**config.mk**
```make
export PLATFORM = sky130hd
export DESIGN_NAME = flash_cmd_addr_tx
export DESIGN_NICKNAME = d
export VERILOG_FILES = /design/src/rtl/flash_cmd_addr_tx.sv
export SDC_FILE = /design/constraint.sdc
export NUM_CORES = 1
export LEC_CHECK = 0
export CORE_MARGIN = 10
export CORE_UTILIZATION = 58
export DETAILED_ROUTE_END_ITERATION = 7
export PLACE_DENSITY = 0.9
export SYNTH_ARGS = -nofsm -noshare
export SYNTH_HDL_FRONTEND = slang
export SYNTH_SLANG_ARGS = --single-unit
```
**constraint.sdc**
```tcl
create_clock -name clkm -period 8.7 [get_ports clkm]
set_input_delay 2.61 -clock clkm [delete_from_list [all_inputs] [get_ports clkm]]
set_output_delay 2.61 -clock clkm [all_outputs]
set_load 0.01 [all_outputs]
```
**src/rtl/flash_cmd_addr_tx.sv**
```systemverilog
// Host-side flash header serializer: drives command, address and dummy phases
// in SPI (1 bit/cycle) or OPI (1 byte/cycle), then holds chip select low.
module flash_cmd_addr_tx #(
    parameter int DUMMY_W = 5
) (
    input  logic               clkm,
    input  logic               rst_n,
    input  logic               start,
    input  logic               mode,
    input  logic               addr4b,
    input  logic [7:0]         cmd,
    input  logic [31:0]        addr_in,
    input  logic [DUMMY_W-1:0] dummy_cyc,
    input  logic               cs_release,
    output logic               cs_n,
    output logic               sck_en,
    output logic [7:0]         io_out,
    output logic               io_oe,
    output logic               busy,
    output logic               done
);

    // state  | meaning
    // IDLE   | cs_n high, waiting for start
    // CMD    | opcode on the bus
    // ADDR   | address on the bus, MSB first
    // DUMMY  | SCK running, bus released
    // HOLD   | header finished, cs_n held low until cs_release
    typedef enum logic [2:0] {S_IDLE, S_CMD, S_ADDR, S_DUMMY, S_HOLD} state_t;

    localparam int CW = (DUMMY_W > 6) ? DUMMY_W : 6;

    state_t             state_q, state_d;
    logic [CW-1:0]      cnt_q, cnt_d;
    logic [7:0]         cmd_q, cmd_d;
    logic [31:0]        addr_q, addr_d;
    logic               mode_q, mode_d;
    logic               addr4b_q, addr4b_d;
    logic [DUMMY_W-1:0] dummy_q, dummy_d;

    logic               cs_n_d, sck_en_d, io_oe_d, busy_d, done_d;
    logic [7:0]         io_out_d;

    always_comb begin
        state_d  = state_q;
        cnt_d    = cnt_q;
        cmd_d    = cmd_q;
        addr_d   = addr_q;
        mode_d   = mode_q;
        addr4b_d = addr4b_q;
        dummy_d  = dummy_q;
        case (state_q)
            S_IDLE: begin
                if (start) begin
                    cmd_d    = cmd;
                    addr_d   = addr_in;
                    mode_d   = mode;
                    addr4b_d = addr4b;
                    dummy_d  = dummy_cyc;
                    state_d  = S_CMD;
                    cnt_d    = mode ? CW'(0) : CW'(7);
                end
            end
            S_CMD: begin
                if (cnt_q == '0) begin
                    state_d = S_ADDR;
                    if (mode_q) cnt_d = addr4b_q ? CW'(3) : CW'(2);
                    else        cnt_d = addr4b_q ? CW'(31) : CW'(23);
                end else begin
                    cnt_d = cnt_q - CW'(1);
                end
            end
            S_ADDR: begin
                if (cnt_q == '0) begin
                    if (dummy_q == '0) begin
                        state_d = S_HOLD;
                        cnt_d   = '0;
                    end else begin
                        state_d = S_DUMMY;
                        cnt_d   = CW'(dummy_q) - CW'(1);
                    end
                end else begin
                    cnt_d = cnt_q - CW'(1);
                end
            end
            S_DUMMY: begin
                if (cnt_q == '0) state_d = S_HOLD;
                else             cnt_d   = cnt_q - CW'(1);
            end
            S_HOLD: begin
                if (cs_release) state_d = S_IDLE;
            end
            default: state_d = S_IDLE;
        endcase
    end

    // Outputs are decoded from the upcoming state/count so the registered
    // values line up with the phase the FSM is in during that cycle.
    always_comb begin
        cs_n_d   = (state_d == S_IDLE);
        busy_d   = (state_d != S_IDLE);
        sck_en_d = 1'b0;
        io_oe_d  = 1'b0;
        io_out_d = 8'h00;
        done_d   = (state_d == S_HOLD) && (state_q != S_HOLD);
        case (state_d)
            S_CMD: begin
                sck_en_d = 1'b1;
                io_oe_d  = 1'b1;
                io_out_d = mode_d ? cmd_d : {7'b0, cmd_d[cnt_d[2:0]]};
            end
            S_ADDR: begin
                sck_en_d = 1'b1;
                io_oe_d  = 1'b1;
                io_out_d = mode_d ? addr_d[{cnt_d[1:0], 3'b000} +: 8]
                                  : {7'b0, addr_d[cnt_d[4:0]]};
            end
            S_DUMMY: sck_en_d = 1'b1;
            default: ;
        endcase
    end

    always_ff @(posedge clkm) begin
        if (!rst_n) begin
            state_q  <= S_IDLE;
            cnt_q    <= '0;
            cmd_q    <= '0;
            addr_q   <= '0;
            mode_q   <= 1'b0;
            addr4b_q <= 1'b0;
            dummy_q  <= '0;
            cs_n     <= 1'b1;
            sck_en   <= 1'b0;
            io_out   <= 8'h00;
            io_oe    <= 1'b0;
            busy     <= 1'b0;
            done     <= 1'b0;
        end else begin
            state_q  <= state_d;
            cnt_q    <= cnt_d;
            cmd_q    <= cmd_d;
            addr_q   <= addr_d;
            mode_q   <= mode_d;
            addr4b_q <= addr4b_d;
            dummy_q  <= dummy_d;
            cs_n     <= cs_n_d;
            sck_en   <= sck_en_d;
            io_out   <= io_out_d;
            io_oe    <= io_oe_d;
            busy     <= busy_d;
            done     <= done_d;
        end
    end

endmodule

```
==> out/metrics.csv, run 1 <==
metric,value,unit
coreArea,0.00672,mm^2
diodes,0,
setup-tns-final,0,ns
fp.dieW,103,um
synth_nets,564,
hp-start,addr_q[18],
drv_slew,0,
die-area,0.0105,mm^2
cp_data_arrival_time,5.70,ns
cp_slowest_stage_delay,0.77,ns
grt-ovfl-total,0,
clock_path_buffers,2,
r2r_cells,11,
ys_warn_count,0,
initial_core_util,0.589,
hold_buffers,0,
rsz0062_at_grt,false,
cts.reportedPaths.clkPinSlew,0.08,ns
cts_sinks,69,
hpwl,7680,um
vias,3943,
numCtsBuffers,9,
hold_path.class,register to register,
status,"complete, no violations",
cp-startpoint,start,
worstSetupPathType,input pin to register,
fin_total_pwr,0.00170,W
synthFlopType,dfxtp_1,
placement.io_buffers,63,
die_y,103,um
p_per_area,356,mW/mm^2
fin_worst_skew,0.00870,ns
seqPwrFrac,0.263,
drt-initial-drc-count,435,
area_delta_synth_final,20.3,%
end_kind,register,
io_pins,64,
worstMarginPinSlew,0.908,ns
cts_setup_buffers,0,
cts_htree_levels,3,
max_freq,0.185,GHz
maxCapViolCount,0,
finalNetCount,607,
critical_path.startpoint_type,input pin,
seq_area_frac_synth,0.349,
final_common_cell,nand2_1,
grt_max_degree,61,
ant_nets,0,
hold_viol,0,
maxSlewHeadroom,0.395,
globalplace.congestion,0.957,
reg2reg_from,cnt_q[0],
ys_seq_elements,69,
cts_tree,built,
cts_resized,0,
drt-vias-per-instance,6.17,
cp_slowest_cell,a211o_1,
drc,0,
drive_gt1_frac,0.0859,
min_period,5.41,ns
switching_share,0.461,
grt_pass1_vias,3684,
cts-root-buf,clkbuf_8,
syn-instance-count,511,
power_switching,0.000782,W
comb_power_share,0.557,
leakagePower,1.79,nW
min_path_cells,2,
synth_edf_count,0,
layout_common_cells,"146 x nand2_1, 69 x dfxtp_1, 63 x clkdlybuf4s50_1, 38 x a21boi_0, 19 x nand3_1",
first_pass_iters,5,
synth_area_per_cell,7.75,um^2
antenna_found_initial,0,
synth.distinct_cells,72,
drt_wl_total,11000,um
cp_data_required_time,8.99,ns
grt_first_pass_wirelength,17800,um
grt_usage,0.209,
syn_area,0.00396,mm^2
p_int,0.000916,W
rows,30,
finalCritPeriodShare,0.622,
async_flop_share,0,
peakVddDrop,0.158,mV
cp_max_fo,28,
clock_latency,0.35,ns
routedWlPerCell,17.2,um
p_clk_frac,0.180,
path_cells,"clkdlybuf4s50_1, nand2b_1, o211a_1, a311oi_1, a211o_1, nand2_1, a21o_1, a2111oi_0, o2111ai_1, o2bb2ai_1",
setup_viol,0,
## per-stage QoR
step	hold slack (ns)	utilization	setup WS [ns]	instance area [um^2]	std cells
4_1_cts	0.469	0.709	3.30	4760	639
2_1_floorplan	0.439	-	4.32	3960	511
6_report	0.473	0.709	3.29	4760	639
5_1_grt	0.493	0.709	2.95	4760	639
3_3_place_gp	0.453	0.674	3.07	4530	623
3_5_place_dp	0.457	0.674	2.98	4530	623
## power groups by stage
stage          sequential (W)  clock [W]  combinational (W)
2_1_floorplan        0.000433          0           0.000758
3_3_place_gp         0.000448          0           0.000903
3_5_place_dp         0.000451          0           0.000921
4_1_cts              0.000444   0.000304           0.000929
5_1_grt              0.000455   0.000315            0.00103
6_report             0.000446   0.000306           0.000945
## path summary, 6_finish.rpt
| check | endpoint | slack [ns] |
|---|---|---|
| min reg2reg | addr_q[18] | 0.47 |
| max reg2reg | io_out[0] | 4.80 |
| max | io_out[0] | 3.29 |
| min | addr_q[18] | 0.47 |
## logic make-up after synthesis
kind of cell	Yosys count	share of synthesized area
AOI/OAI and AO/OA	121	0.219
muxes	21	0.0575
and+or+nand+nor	254	0.308
adders and majority gates	2	0.00632
DFF	69	0.349
buffers and inverters	42	0.0559
xor gates and xnor gates	2	0.00443
## registers in the layout, indices dropped and copies added, names as in the netlist, 3 cells and up
register  flops
addr_q       32
dummy_q       5
io_out        8
cmd_q         8
cnt_q         6
state_q       3
## Yosys cell counts (all sizes together), types with 9 or more instances
cell type / instances / area (um^2)
a21boi: 38 / 285
and2: 9 / 58.8
a31oi: 9 / 56.3
buf: 12 / 98.8
nor2b: 13 / 81.3
clkbuf: 23 / 96.3
mux2i: 16 / 160
a21oi: 15 / 78.8
nor2: 12 / 47.6
dfxtp: 69 / 1380
nand2: 147 / 559
nand3: 20 / 105
and3: 12 / 80.1
o21ai: 16 / 87.6
## critical path: cells and delay by family
kind                   cells  cell delay (ns)
buffers and inverters      1             0.58
and+or+nand+nor            2             0.46
AOI/OAI and AO/OA          7             2.06
## cell type report
| type | count | area [um^2] |
|---|---|---|
| Tap cell | 80 | 100 |
| Multi-Input combinational cell | 400 | 2360 |
| Timing Repair Buffer | 67 | 661 |
| Clock inverter | 6 | 93.8 |
| Fill cell | 531 | 1960 |
| Inverter | 7 | 26.3 |
| Clock buffer | 10 | 138 |
| Sequential cell | 69 | 1380 |
## layer usage
layer | vias up | track usage | wire length [um]
li1 | 1874 | - | -
met5 | - | 0 | 0
met2 | 220 | 0.318 | 4890
met4 | 0 | 0.0770 | 221
met3 | 25 | 0.0362 | 930
met1 | 1824 | 0.287 | 4920
Power figures use the tool's default switching activity.
==> inputs of run 2 (changes only) <==
- CORE_UTILIZATION: 58 -> 54
- PLACE_DENSITY: 0.9 -> 0.84
- clock period: 8.7 -> 5.7 ns (I/O delays scaled with it)
==> out/metrics.csv, run 2 (synthesized netlist as in run 1, its figures left out) <==
metric,value,unit
hold_path.class,register to register,
diodes,0,
final_common_cell,nand2_1,
p_per_area,536,mW/mm^2
cts_htree_levels,3,
cts_sinks,69,
initial_core_util,0.552,
grt-ovfl-total,0,
largest_reg_flops,32,
ant_nets,0,
hold_viol,0,
path_buf_inv,2,
grt_pass1_vias,3703,
finalCritPeriodShare,0.727,
worstMarginPinSlew,0.687,ns
reg_top3,"addr_q (32), cmd_q (8), io_out (8)",
rsz0062_at_grt,false,
area_delta_synth_final,20.9,%
grt_max_degree,57,
cts_setup_buffers,0,
maxCapViolCount,0,
numCtsBuffers,9,
fp.dieW,106,um
cp_slowest_stage_delay,0.57,ns
worstSetupPathType,input pin to register,
end_kind,register,
cts-root-buf,clkbuf_8,
drt-initial-drc-count,298,
first_pass_iters,5,
n_fill_cell,664,
setup_viol,0,
coreArea,0.00718,mm^2
die-area,0.0112,mm^2
globalplace.congestion,0.908,
status,"complete, no violations",
place_area,0.00457,mm^2
grt_first_pass_wirelength,18200,um
drt_wl_total,10900,um
io_pins,64,
cts_resized,0,
cp_data_required_time,5.97,ns
drive_gt1_frac,0.0873,
grt_usage,0.195,
finalNetCount,609,
maxSlewHeadroom,0.539,
placement.io_buffers,63,
peakVddDrop,0.264,mV
layout_common_cells,"146 x nand2_1, 69 x dfxtp_1, 63 x clkdlybuf4s50_1, 38 x a21boi_0, 19 x nand3_1",
hpwl,8030,um
clock_latency,0.35,ns
drc,0,
critical_path.startpoint_type,input pin,
cts_tree,built,
drt-vias-per-instance,5.84,
path_delay_family,buffers and inverters,
drv_slew,0,
clock_path_buffers,2,
crit_top_cell,and3_1,
path_cells,"clkdlybuf4s50_1, nor3_1, nor2_1, o211ai_1, and3_1, nor2_2, buf_4, nand2_1, and3_1, a311oi_1, a31oi_1, o22ai_1",
hold_buffers,0,
top_register,addr_q,
fin_worst_skew,0.00856,ns
antenna_found_initial,0,
routedWlPerCell,16.6,um
max_freq,0.241,GHz
finalInstanceArea,0.00479,mm^2
cp_data_arrival_time,4.42,ns
die_y,106,um
leakagePower,1.80,nW
min_period,4.14,ns
cts.reportedPaths.clkPinSlew,0.08,ns
cp_slowest_cell,clkdlybuf4s50_1,
cp_max_fo,38,
setup-tns-final,0,ns
vias,3857,
rows,31,
hold_ws,0.466,ns
[run 2: cell types whose count changed in the layout (fill, tap and decap cells not counted), sizes merged]
cell,before,now
buf,4,6
clkinv,2,4
clkinvlp,1,0
inv,8,7
[run 2: worst paths after layout]
kind              start         end  slack [ns]  cells past startpoint
max               start   io_out[3]        1.56                     12
min          addr_q[31]  addr_q[31]        0.47                      2
max reg2reg    cnt_q[0]   io_out[0]        2.15                     11
min reg2reg  addr_q[31]  addr_q[31]        0.47                      2
[run 2: worst reg2reg max path, cell delays in order, from the launching register on]
cell,delay (ns)
dfxtp_1,0.38
inv_1,0.10
ha_1,0.24
or4b_4,0.50
or2_4,0.31
a311oi_1,0.32
a211o_1,0.44
nand2_1,0.29
a21o_1,0.24
a2111oi_0,0.34
o2111ai_1,0.18
o2bb2ai_1,0.15
[run 2: where the power goes]
| group | switching, W | total (W) | internal (W) |
|---|---|---|---|
| Sequential | 0.0000965 | 0.000681 | 0.000585 |
| Clock | 0.000190 | 0.000437 | 0.000246 |
| Combinational | 0.000886 | 0.00145 | 0.000561 |
[run 2: final cells by class]
class,instances,area (um^2),area share
clock buffers,10,128,0.0267
clock inverters,6,87.6,0.0183
repair buffers,69,676,0.141
inverters,7,26.3,0.00549
multi-input cells,400,2360,0.494
well taps,99,124,0.0259
flip-flops and latches,69,1380,0.289
[run 2: through the flow]
stage / cells / util / total power, W / setup slack, ns
after floorplan: 511 / - / 0.00182 / 2.22
after global placement: 644 / 0.637 / 0.00207 / 1.31
after detailed placement: 644 / 0.637 / 0.00211 / 1.24
after CTS: 660 / 0.667 / 0.00255 / 1.60
after global routing: 660 / 0.667 / 0.00276 / 1.34
final: 660 / 0.667 / 0.00257 / 1.56
[run 2: metal layers]
metal	up-vias	GRT usage	part of all wire
li1	1878	-	-
met1	1814	0.264	0.47
met2	146	0.297	0.45
met3	19	0.0414	0.062
met4	0	0.0764	0.018
met5	-	0	0
